**src/rtl/fm_write_queue.sv**
```systemverilog
// fm_write_queue: per-chip write queues in front of up to four FM sound chips.
// CPU writes are buffered per instance and replayed to the chips one at a time,
// each chip being held off for a busy window after every write it receives.
//
// Ports
//   clk, reset_n          clock, asynchronous active-low reset
//   ce                    chip tick enable (one clk wide)
//   cs[COUNT]             instance select (at most one bit set)
//   wr, rd, a0, din       CPU write strobe, read level, register select, write data
//   dout                  CPU read data
//   chip_cs_n[COUNT]      per-chip select, active-low
//   chip_wr_n, chip_a0,   shared chip write bus
//   chip_din
//   chip_dout             per-chip read data, instance i at [8i+7:8i]
//   chip_irq_n[COUNT]     per-chip interrupt, active-low
//   irq                   registered combined interrupt
//   overflow[COUNT]       sticky dropped-write flags
module fm_write_queue #(
    parameter int unsigned COUNT      = 3,
    parameter int unsigned DEPTH      = 8,
    parameter int unsigned ADDR_TICKS = 12,
    parameter int unsigned DATA_TICKS = 68
) (
    input  logic               clk,
    input  logic               reset_n,
    input  logic               ce,
    input  logic [COUNT-1:0]   cs,
    input  logic               wr,
    input  logic               rd,
    input  logic               a0,
    input  logic [7:0]         din,
    output logic [7:0]         dout,
    output logic [COUNT-1:0]   chip_cs_n,
    output logic               chip_wr_n,
    output logic               chip_a0,
    output logic [7:0]         chip_din,
    input  logic [COUNT*8-1:0] chip_dout,
    input  logic [COUNT-1:0]   chip_irq_n,
    output logic               irq,
    output logic [COUNT-1:0]   overflow
);

    localparam int unsigned PW   = $clog2(DEPTH);
    localparam int unsigned TMAX = (ADDR_TICKS > DATA_TICKS) ? ADDR_TICKS : DATA_TICKS;
    localparam int unsigned TW   = $clog2(TMAX + 1);
    localparam int unsigned IW   = (COUNT > 1) ? $clog2(COUNT) : 1;

    typedef enum logic [0:0] {StIdle, StIssue} state_e;

    state_e          state_q, state_d;
    logic [IW-1:0]   sel_q, sel_d;     // instance being issued / last issued
    logic            irq_q;

    logic [COUNT-1:0] elig;
    logic [COUNT-1:0] busy;
    logic [8:0]       head [COUNT];

    // ------------------------------------------------------------------
    // Per-instance FIFO, busy timer and overflow flag
    // ------------------------------------------------------------------
    for (genvar g = 0; g < COUNT; g++) begin : g_inst
        logic [8:0]    mem_q [DEPTH];
        logic [PW-1:0] wptr_q, rptr_q;
        logic [PW:0]   cnt_q;
        logic [TW-1:0] tmr_q;
        logic          ovf_q;
        logic          full, push, pop;

        // Full is judged on the registered count, before any same-cycle pop.
        assign full = (cnt_q == (PW+1)'(DEPTH));
        assign push = wr & cs[g] & ~full;
        assign pop  = (state_q == StIssue) && (sel_q == IW'(g));

        assign head[g]     = mem_q[rptr_q];
        assign busy[g]     = (cnt_q != '0) || (tmr_q != '0);
        assign elig[g]     = (cnt_q != '0) && (tmr_q == '0) && (state_q == StIdle);
        assign overflow[g] = ovf_q;

        always_ff @(posedge clk or negedge reset_n) begin
            if (!reset_n) begin
                for (int unsigned d = 0; d < DEPTH; d++) begin
                    mem_q[d] <= '0;
                end
                wptr_q <= '0;
                rptr_q <= '0;
                cnt_q  <= '0;
                tmr_q  <= '0;
                ovf_q  <= 1'b0;
            end else begin
                if (push) begin
                    mem_q[wptr_q] <= {a0, din};
                    wptr_q        <= wptr_q + 1'b1;
                end
                if (pop) begin
                    rptr_q <= rptr_q + 1'b1;
                end
                case ({push, pop})
                    2'b10:   cnt_q <= cnt_q + 1'b1;
                    2'b01:   cnt_q <= cnt_q - 1'b1;
                    default: cnt_q <= cnt_q;
                endcase
                // A load on the issue edge takes precedence over a coincident tick.
                if (pop) begin
                    tmr_q <= head[g][8] ? TW'(DATA_TICKS) : TW'(ADDR_TICKS);
                end else if (ce && (tmr_q != '0)) begin
                    tmr_q <= tmr_q - 1'b1;
                end
                // A drop in the same cycle as a clearing read keeps the flag set.
                if (wr && cs[g] && full) begin
                    ovf_q <= 1'b1;
                end else if (rd && cs[g] && !a0) begin
                    ovf_q <= 1'b0;
                end
            end
        end
    end

    // ------------------------------------------------------------------
    // Issue FSM with round-robin arbitration
    // ------------------------------------------------------------------
    int            cand;
    logic [IW-1:0] cand_idx;
    logic          found;

    always_comb begin
        state_d  = state_q;
        sel_d    = sel_q;
        found    = 1'b0;
        cand     = 0;
        cand_idx = '0;
        unique case (state_q)
            StIdle: begin
                if (!rd) begin
                    // Search starts one past the last issued instance.
                    for (int k = 1; k <= int'(COUNT); k++) begin
                        cand     = (int'(sel_q) + k) % int'(COUNT);
                        cand_idx = IW'(cand);
                        if (!found && elig[cand_idx]) begin
                            found = 1'b1;
                            sel_d = cand_idx;
                        end
                    end
                    if (found) begin
                        state_d = StIssue;
                    end
                end
            end
            StIssue: state_d = StIdle;
            default: state_d = StIdle;
        endcase
    end

    always_ff @(posedge clk or negedge reset_n) begin
        if (!reset_n) begin
            state_q <= StIdle;
            sel_q   <= IW'(COUNT - 1);   // first search lands on instance 0
            irq_q   <= 1'b0;
        end else begin
            state_q <= state_d;
            sel_q   <= sel_d;
            irq_q   <= |(~chip_irq_n);
        end
    end

    // ------------------------------------------------------------------
    // Chip bus and CPU read path
    // ------------------------------------------------------------------
    logic [8:0] issue_word;

    always_comb begin
        issue_word = '0;
        chip_cs_n  = '1;
        for (int i = 0; i < int'(COUNT); i++) begin
            if ((state_q == StIssue) && (sel_q == IW'(i))) begin
                issue_word   = head[i];
                chip_cs_n[i] = 1'b0;
            end
            if (rd && cs[i]) begin
                chip_cs_n[i] = 1'b0;
            end
        end
    end

    assign chip_wr_n = (state_q != StIssue);
    assign chip_a0   = (state_q == StIssue) ? issue_word[8]   : a0;
    assign chip_din  = (state_q == StIssue) ? issue_word[7:0] : din;
    assign irq       = irq_q;

    always_comb begin
        dout = 8'hFF;
        if (rd) begin
            for (int i = 0; i < int'(COUNT); i++) begin
                if (cs[i]) begin
                    dout = chip_dout[8*i +: 8];
                    // Status read reports the chip busy while our queue still owns it.
                    if (!a0 && busy[i]) begin
                        dout[7] = 1'b1;
                    end
                end
            end
        end
    end

endmodule

```
**config.mk**
```make
export PLATFORM = sky130hd
export DESIGN_NAME = fm_write_queue
export DESIGN_NICKNAME = d
export VERILOG_FILES = /design/src/rtl/fm_write_queue.sv
export SDC_FILE = /design/constraint.sdc
export NUM_CORES = 1
export LEC_CHECK = 0
export ABC_CLOCK_PERIOD_IN_PS = 2250
export BUFFER_PORTS_ARGS = -buffer_cell sky130_fd_sc_hd__buf_2
export CAP_MARGIN = 40
export CORE_MARGIN = 4
export CORE_UTILIZATION = 50
export DETAILED_ROUTE_END_ITERATION = 12
export PLACE_DENSITY = 0.7
export SETUP_SLACK_MARGIN = 0.15
export SYNTH_ARGS = -nofsm -noshare
export SYNTH_HDL_FRONTEND = slang
export SYNTH_SLANG_ARGS = --single-unit
```
**constraint.sdc**
```tcl
create_clock -name clk -period 2.25 [get_ports clk]
set_input_delay 0.225 -clock clk [delete_from_list [all_inputs] [get_ports clk]]
set_output_delay 0.225 -clock clk [all_outputs]
set_load 0.02 [all_outputs]
```
* After elaboration in Yosys (flattened, before gate mapping)
Index checks and enable logic that the tools add are counted. Widths: inputs -> output; s select.
Cells by class: add/sub/neg operators 18, div/mod/pow operators 3, order comparisons 12, equality and inequality tests 11, muxes and demuxes 75, bitwise gates (word level) 18, reductions and logical operators 60
Operator list (count):
- $bwmux 72 | 3
- $mux 9 | 12
- $mod 32x3->32 const B | 3
- $bmux 9 s3 | 3
- $demux 9 s3 | 3
- $mux 7 | 9
- $mux 8 | 5
- $logic_and 1x1->1 | 32
- $mux 1 | 30
- $ge 4x4->1 const B | 6
- $not 3->4 | 6
- $pmux 4 s2 | 3
- $logic_not 7->1 | 3
- $reduce_bool 7->1 | 3
- $sub 7x1->7 const B | 3
- $add 3x1->3 const B | 6
- $reduce_bool 2->1 | 9
- $add 4x1->4 const B | 3
- $eq 4x4->1 const B | 3
- $lt 4x1->1 const B | 3
- $reduce_bool 4->1 | 3
- $sub 4x1->4 const B | 3
- $lt 2x3->1 const B | 3
- $eq 2x1->1 const B | 4
- 15 further kinds | 36
Storage, ports and cells: bits in registers 274, input bits 44, output and inout port bits 25

* Longest topological paths before layout
word-level depth 21, gate-level depth with buffers 12

* Worst setup path before layout
OpenSTA, ideal clock, no wires.
path kind reg-to-reg, start reg sel_q[1], end reg g_inst[1].cnt_q[3], setup time 0.125 ns, arrival time 2.328 ns, data required time 2.125 ns, path slack -0.204 ns, cell stages (with the launch flop) 13, path buffers 1, period minus slack after synthesis 2.454 ns, path through dfstp_2 inv_1 ha_1 nand2_1 inv_1 clkbuf_1 ha_1 ha_1 a21o_1 a21oi_1 xnor2_1 nor2_1 xor2_1
Between the ends: longest elaborated chain between the ends 4, elaborated cells between the ends (all ways) 6, classes of those cells eq/ne (3); mux (1); reduce/logical (2)
Ends and longest elaborated chain:
- from (decl) | RTL line 51 | logic [IW-1:0] sel_q, sel_d;
- from (signal assigned) | RTL line 156 | sel_q <= IW'(COUNT - 1);
- from (signal assigned) | RTL line 160 | sel_q <= sel_d;
- $eq 2x1->1 (*) | RTL line 72 | assign pop = (state_q == StIssue) && (sel_q == IW'(g));
- $logic_and 1x1->1 (*) | RTL line 72
- net g_inst[1].pop | RTL line 67 | logic full, push, pop;
- $eq 2x1->1 / $eq 2x2->1 (equally long branches) | RTL line 97 | case ({push, pop})
- $pmux 4 s2 / $reduce_bool 2->1 (equally long branches)
- to (signal assigned) | RTL line 98 | 2'b10: cnt_q <= cnt_q + 1'b1;
- to (signal assigned) | RTL line 99 | 2'b01: cnt_q <= cnt_q - 1'b1;
- to (signal assigned) | RTL line 100 | default: cnt_q <= cnt_q;
- to (decl) | RTL line 64 | logic [PW:0] cnt_q;
The timed path passes the listed nets; every way through them passes the cells marked *. A chain may end at the register's enable or synchronous reset.

* Final worst setup path
start reg g_inst[1].rptr_q[1], end out chip_din[2]
Between the ends: longest elaborated chain between the ends 7
Ends and longest elaborated chain:
- from (decl) | RTL line 63 | logic [PW-1:0] wptr_q, rptr_q;
- from (signal assigned) | RTL line 95 | rptr_q <= rptr_q + 1'b1;
- $not 3->4 (implied by the code) | RTL line 74 | assign head[g] = mem_q[rptr_q];
- $bmux 9 s3 | RTL line 74
- $mux 9 (implied by the code) (2 in series) | RTL line 74
- $mux 9 (2 in series) | RTL line 174 | if ((state_q == StIssue) && (sel_q == IW'(i))) begin
- $mux 8 | RTL line 186 | assign chip_din = (state_q == StIssue) ? issue_word[7:0] : din;
- to (decl) | RTL line 36 | output logic [7:0] chip_din,
Every way passes these cells. The select of a mux whose other input is x is not followed.

==> flow_summary.yaml <==
outcome:
  status: "complete, but fails checks"
  violations: "negative setup slack"
power:
  power.share.clock_pct: 22.0
  net-switching-power_mw: 6.264
  netSwitchingFraction_pct: 31.08
  power.density_cell_area_nw_per_um2: 1235
  cell_internal_pwr_mw: 13.89
  comb_power_share_pct: 34.3
  static-leakage-power_nw: 7.060
  ir_worst_vdd_uv: 760.1
  power.share.sequential_pct: 43.7
  design_power_total_mw: 20.16
drt:
  antenna_viol_nets_final: 0
  drc: 0
  via_per_inst: 5.720
  drt_iter0_drc: 431
  routed_wire_length_per_instance_um: 19.28
  drt_first_pass_iters: 4
  totalWireLength_mm: 29.84
  routed-via-count: 8855
sta:
  timing.final.max_slew_violations: 0
  worst_setup_skew_after_layout_ns: 0.02280
  clock.fmax_ghz: 0.3754
  period_minus_slack_ns: 2.664
  final_cycle_utilization_of_the_critical_path_pct: 118.4
  finalHoldViolations: 0
  setup_viol_count_final: 10
  hold_slack_ns: 0.02150
  worst_path_setup_slack_after_routing_ns: -0.4137
  slew_headroom_pct: 57.48
  timing_worst_slew_pin_value_ns: 0.6378
  rsz0062_at_grt: "true"
clocking:
  root_buffer: "sky130_fd_sc_hd__clkbuf_16"
  clkTransAtPathRegs_ns: 0.06
  htreeDepth: 1
  numClockSinks: 274
  clock_latency_ns: 0.56
  clock_buffer_depth: 3
  clock_tree_from_tritoncts: "built"
  cts-buffers-inserted: 28
cells_and_area:
  num-nets-final: 1262
  drive_above_1_share_pct: 45.24
  final_cell_utilization_of_the_core_pct: 60.75
  antenna-diode-count: 0
  area_delta_synth_final_pct: 19.94
  layoutNonFillerInstCount: 1548
floorplanning:
  floorplan.core_area_sq_um: 26880
  ios: 69
  dieWidth_um: 173.0
  start_util_pct: 50.65
  core.rowCount: 60
  floorplan.die.height_um: 173.0
  dieArea_sq_um: 29930
worst_setup_path:
  required_ns: 2.03
  type_of_the_worst_setup_path: "flop to primary output"
  end_kind: "primary output"
  timing.critical_path.slowest_cell_delay_ns: 0.51
  timing.reg2reg.worst_path_depth: 9
  critical_path_peak_fanout: 7
  arrival_ns: 2.44
  cell_chain_of_the_critical_path: "buf_12 > mux4_2 > mux2i_1 > buf_4 > o21ai_2 > a22o_1 > buf_6"
  crit_path_start: "g_inst[1].rptr_q[1]"
  cp_slowest_cell: "sky130_fd_sc_hd__mux4_2"
  worstReg2RegStart: "sel_q[1]"
  worstSetupStartpointType: "flop"
synthesis:
  synth_edf_count: 0
  yosys_most_used_dff: "sky130_fd_sc_hd__dfrtp_1"
  synth_sequential_area_ratio_pct: 50.38
  yosysWarnings: 0
  synthArstFlopShare_pct: 100.0
  synthesis.area_per_instance_sq_um: 12.88
  syn_area_sq_um: 13610
  syn_inst: 1057
  synth.net_count: 1130
  ys_seq_elements: 274
  post_synthesis_cell_type_count: 61
place:
  number_of_port_buffers: 68
  dp.cells: 1471
  gpl.final_weighted_congestion: 0.7985
  detailedPlace.worstSlack_ns: -0.07461
  dp.final_hpwl_mm: 20.02
min_path:
  hold_path_class: "primary input to flop"
  min-delay-start: "wr"
  whs_path_depth: 3
grt:
  overflow: 0
  grt_antenna_before_repair: 0
  grt_first_pass_wirelength_mm: 49.76
  grt_max_degree: 80
  global_route.usage.total_pct: 19.96
  grt_pass1_vias: 9490
job:
  maxCapViolCount: 0
==> cells in the final DEF, fill, tap and decap left out, types with 10 or more instances in the layout <==
cell / count
sky130_fd_sc_hd__mux2_2: 221
sky130_fd_sc_hd__a21oi_1: 17
sky130_fd_sc_hd__mux2i_1: 50
sky130_fd_sc_hd__nand2_1: 64
sky130_fd_sc_hd__inv_1: 20
sky130_fd_sc_hd__xor2_1: 12
sky130_fd_sc_hd__mux4_2: 37
sky130_fd_sc_hd__ha_4: 10
sky130_fd_sc_hd__xnor2_1: 23
sky130_fd_sc_hd__dfrtp_1: 270
sky130_fd_sc_hd__o21ai_0: 12
sky130_fd_sc_hd__ha_1: 15
sky130_fd_sc_hd__nor2_1: 32
sky130_fd_sc_hd__a31oi_1: 18
sky130_fd_sc_hd__a21oi_2: 11
sky130_fd_sc_hd__o22ai_1: 10
sky130_fd_sc_hd__clkbuf_16: 30
sky130_fd_sc_hd__buf_2: 63
sky130_fd_sc_hd__buf_4: 83
==> cells in the mapped netlist, types with 7 or more instances <==
library cell | number | area, sq um
sky130_fd_sc_hd__dfrtp_1 | 273 | 6832
sky130_fd_sc_hd__mux2_2 | 221 | 2489
sky130_fd_sc_hd__nand2_1 | 67 | 251.5
sky130_fd_sc_hd__mux2i_1 | 55 | 550.5
sky130_fd_sc_hd__clkbuf_1 | 44 | 165.2
sky130_fd_sc_hd__mux4_2 | 37 | 833.3
sky130_fd_sc_hd__nor2_1 | 33 | 123.9
sky130_fd_sc_hd__inv_1 | 27 | 101.4
sky130_fd_sc_hd__ha_1 | 26 | 325.3
sky130_fd_sc_hd__a21oi_1 | 25 | 125.1
sky130_fd_sc_hd__o21ai_0 | 24 | 120.1
sky130_fd_sc_hd__xnor2_1 | 23 | 201.4
sky130_fd_sc_hd__a31oi_1 | 19 | 118.9
sky130_fd_sc_hd__buf_2 | 15 | 75.07
sky130_fd_sc_hd__xor2_1 | 12 | 105.1
sky130_fd_sc_hd__nand3_1 | 11 | 55.05
sky130_fd_sc_hd__nor3_1 | 11 | 55.05
sky130_fd_sc_hd__o22ai_1 | 10 | 62.56
sky130_fd_sc_hd__a22oi_1 | 9 | 67.56
sky130_fd_sc_hd__a22o_1 | 8 | 70.07
sky130_fd_sc_hd__nor3b_1 | 7 | 52.55
sky130_fd_sc_hd__o211ai_1 | 7 | 52.55
==> worst max-delay path, delay by kind of cell, from the launching register on <==
family,cells,cell delay [ns]
muxes,2,0.67
buffers and inverters,3,0.45
AOI/OAI and AO/OA,2,0.28
DFF,1,0.48
==> cells by family (layout without fill, tap and decap cells) <==
family,count (synthesis),count (layout),synth area share (%)
multiplexers,313,313,28.45
flip-flops,274,274,50.38
AND/OR/NAND/NOR,182,182,7.160
AO/OA/AOI/OAI,123,123,5.873
buffers and inverters,101,251,3.061
XOR/XNOR,35,35,2.252
adder cells (fa/ha/maj),29,29,2.831
==> registers in the layout (all words and copies together), names as in the netlist <==
| name | count |
|---|---|
| g_inst.ovf_q | 3 |
| g_inst.rptr_q | 9 |
| g_inst.mem_q | 216 |
| g_inst.wptr_q | 9 |
| state_q | 1 |
| g_inst.cnt_q | 12 |
| sel_q | 2 |
| g_inst.tmr_q | 21 |
| irq | 1 |
==> stage by stage <==
step / setup TNS (ns) / instance area, sq um
2_1_floorplan: 0 / 13770
3_3_place_gp: -0.009156 / 14880
3_5_place_dp: -0.1234 / 14880
4_1_cts: -4.082 / 16070
5_1_grt: -4.406 / 16330
6_report: -3.687 / 16330
==> per-layer routing <==
metal	vias to the layer above	wire, um	GRT usage, %	part of all wire (%)
li1	4099	-	-	-
met1	4548	13500	27.77	45
met2	165	14540	33.77	49
met3	43	1157	2.820	3.9
met4	0	640	4.390	2.1
met5	-	0	0	0
==> layout make-up <==
type	instances	area [sq um]
fill	2086	10550
sequential	274	6862
multi-input combinational	682	6674
timing repair buffer	172	1343
clock buffer	38	778.2
tap	341	426.7
inverter	31	143.9
clock inverter	10	100.1
==> final timing paths <==
kind / endpoint / slack (ns)
min in group asynchronous: g_inst[0].tmr_q[1] / 0.25
worst max register to register: sel_q[1] / 0.06
worst min-delay path: g_inst[0].ovf_q / 0.02
worst min register to register: g_inst[2].ovf_q / 0.47
worst max-delay path: chip_din[2] / -0.41
max in group asynchronous: g_inst[2].mem_q[45] / 1.20
==> power by group through the flow <==
stage | clock (mW) | sequential (mW) | combinational, mW
5_1_grt | 4.76 | 9.12 | 7.61
6_report | 4.43 | 8.82 | 6.91
4_1_cts | 4.53 | 8.79 | 6.67
3_5_place_dp | 0 | 8.85 | 6.36
3_3_place_gp | 0 | 8.73 | 6.13
2_1_floorplan | 0 | 8.26 | 5.11
==> what timing repair did <==
item | CTS | global route
pin swaps | 13 | 15
gates resized for setup | 41 | 40
hold buffers | 5 | 0
endpoints found under the hold margin | 72 | 0
setup buffers | 14 | 8
cloned | 0 | 2
endpoints found under the setup margin | 19 | 37
Note: power is estimated with default switching activity, not from simulation.
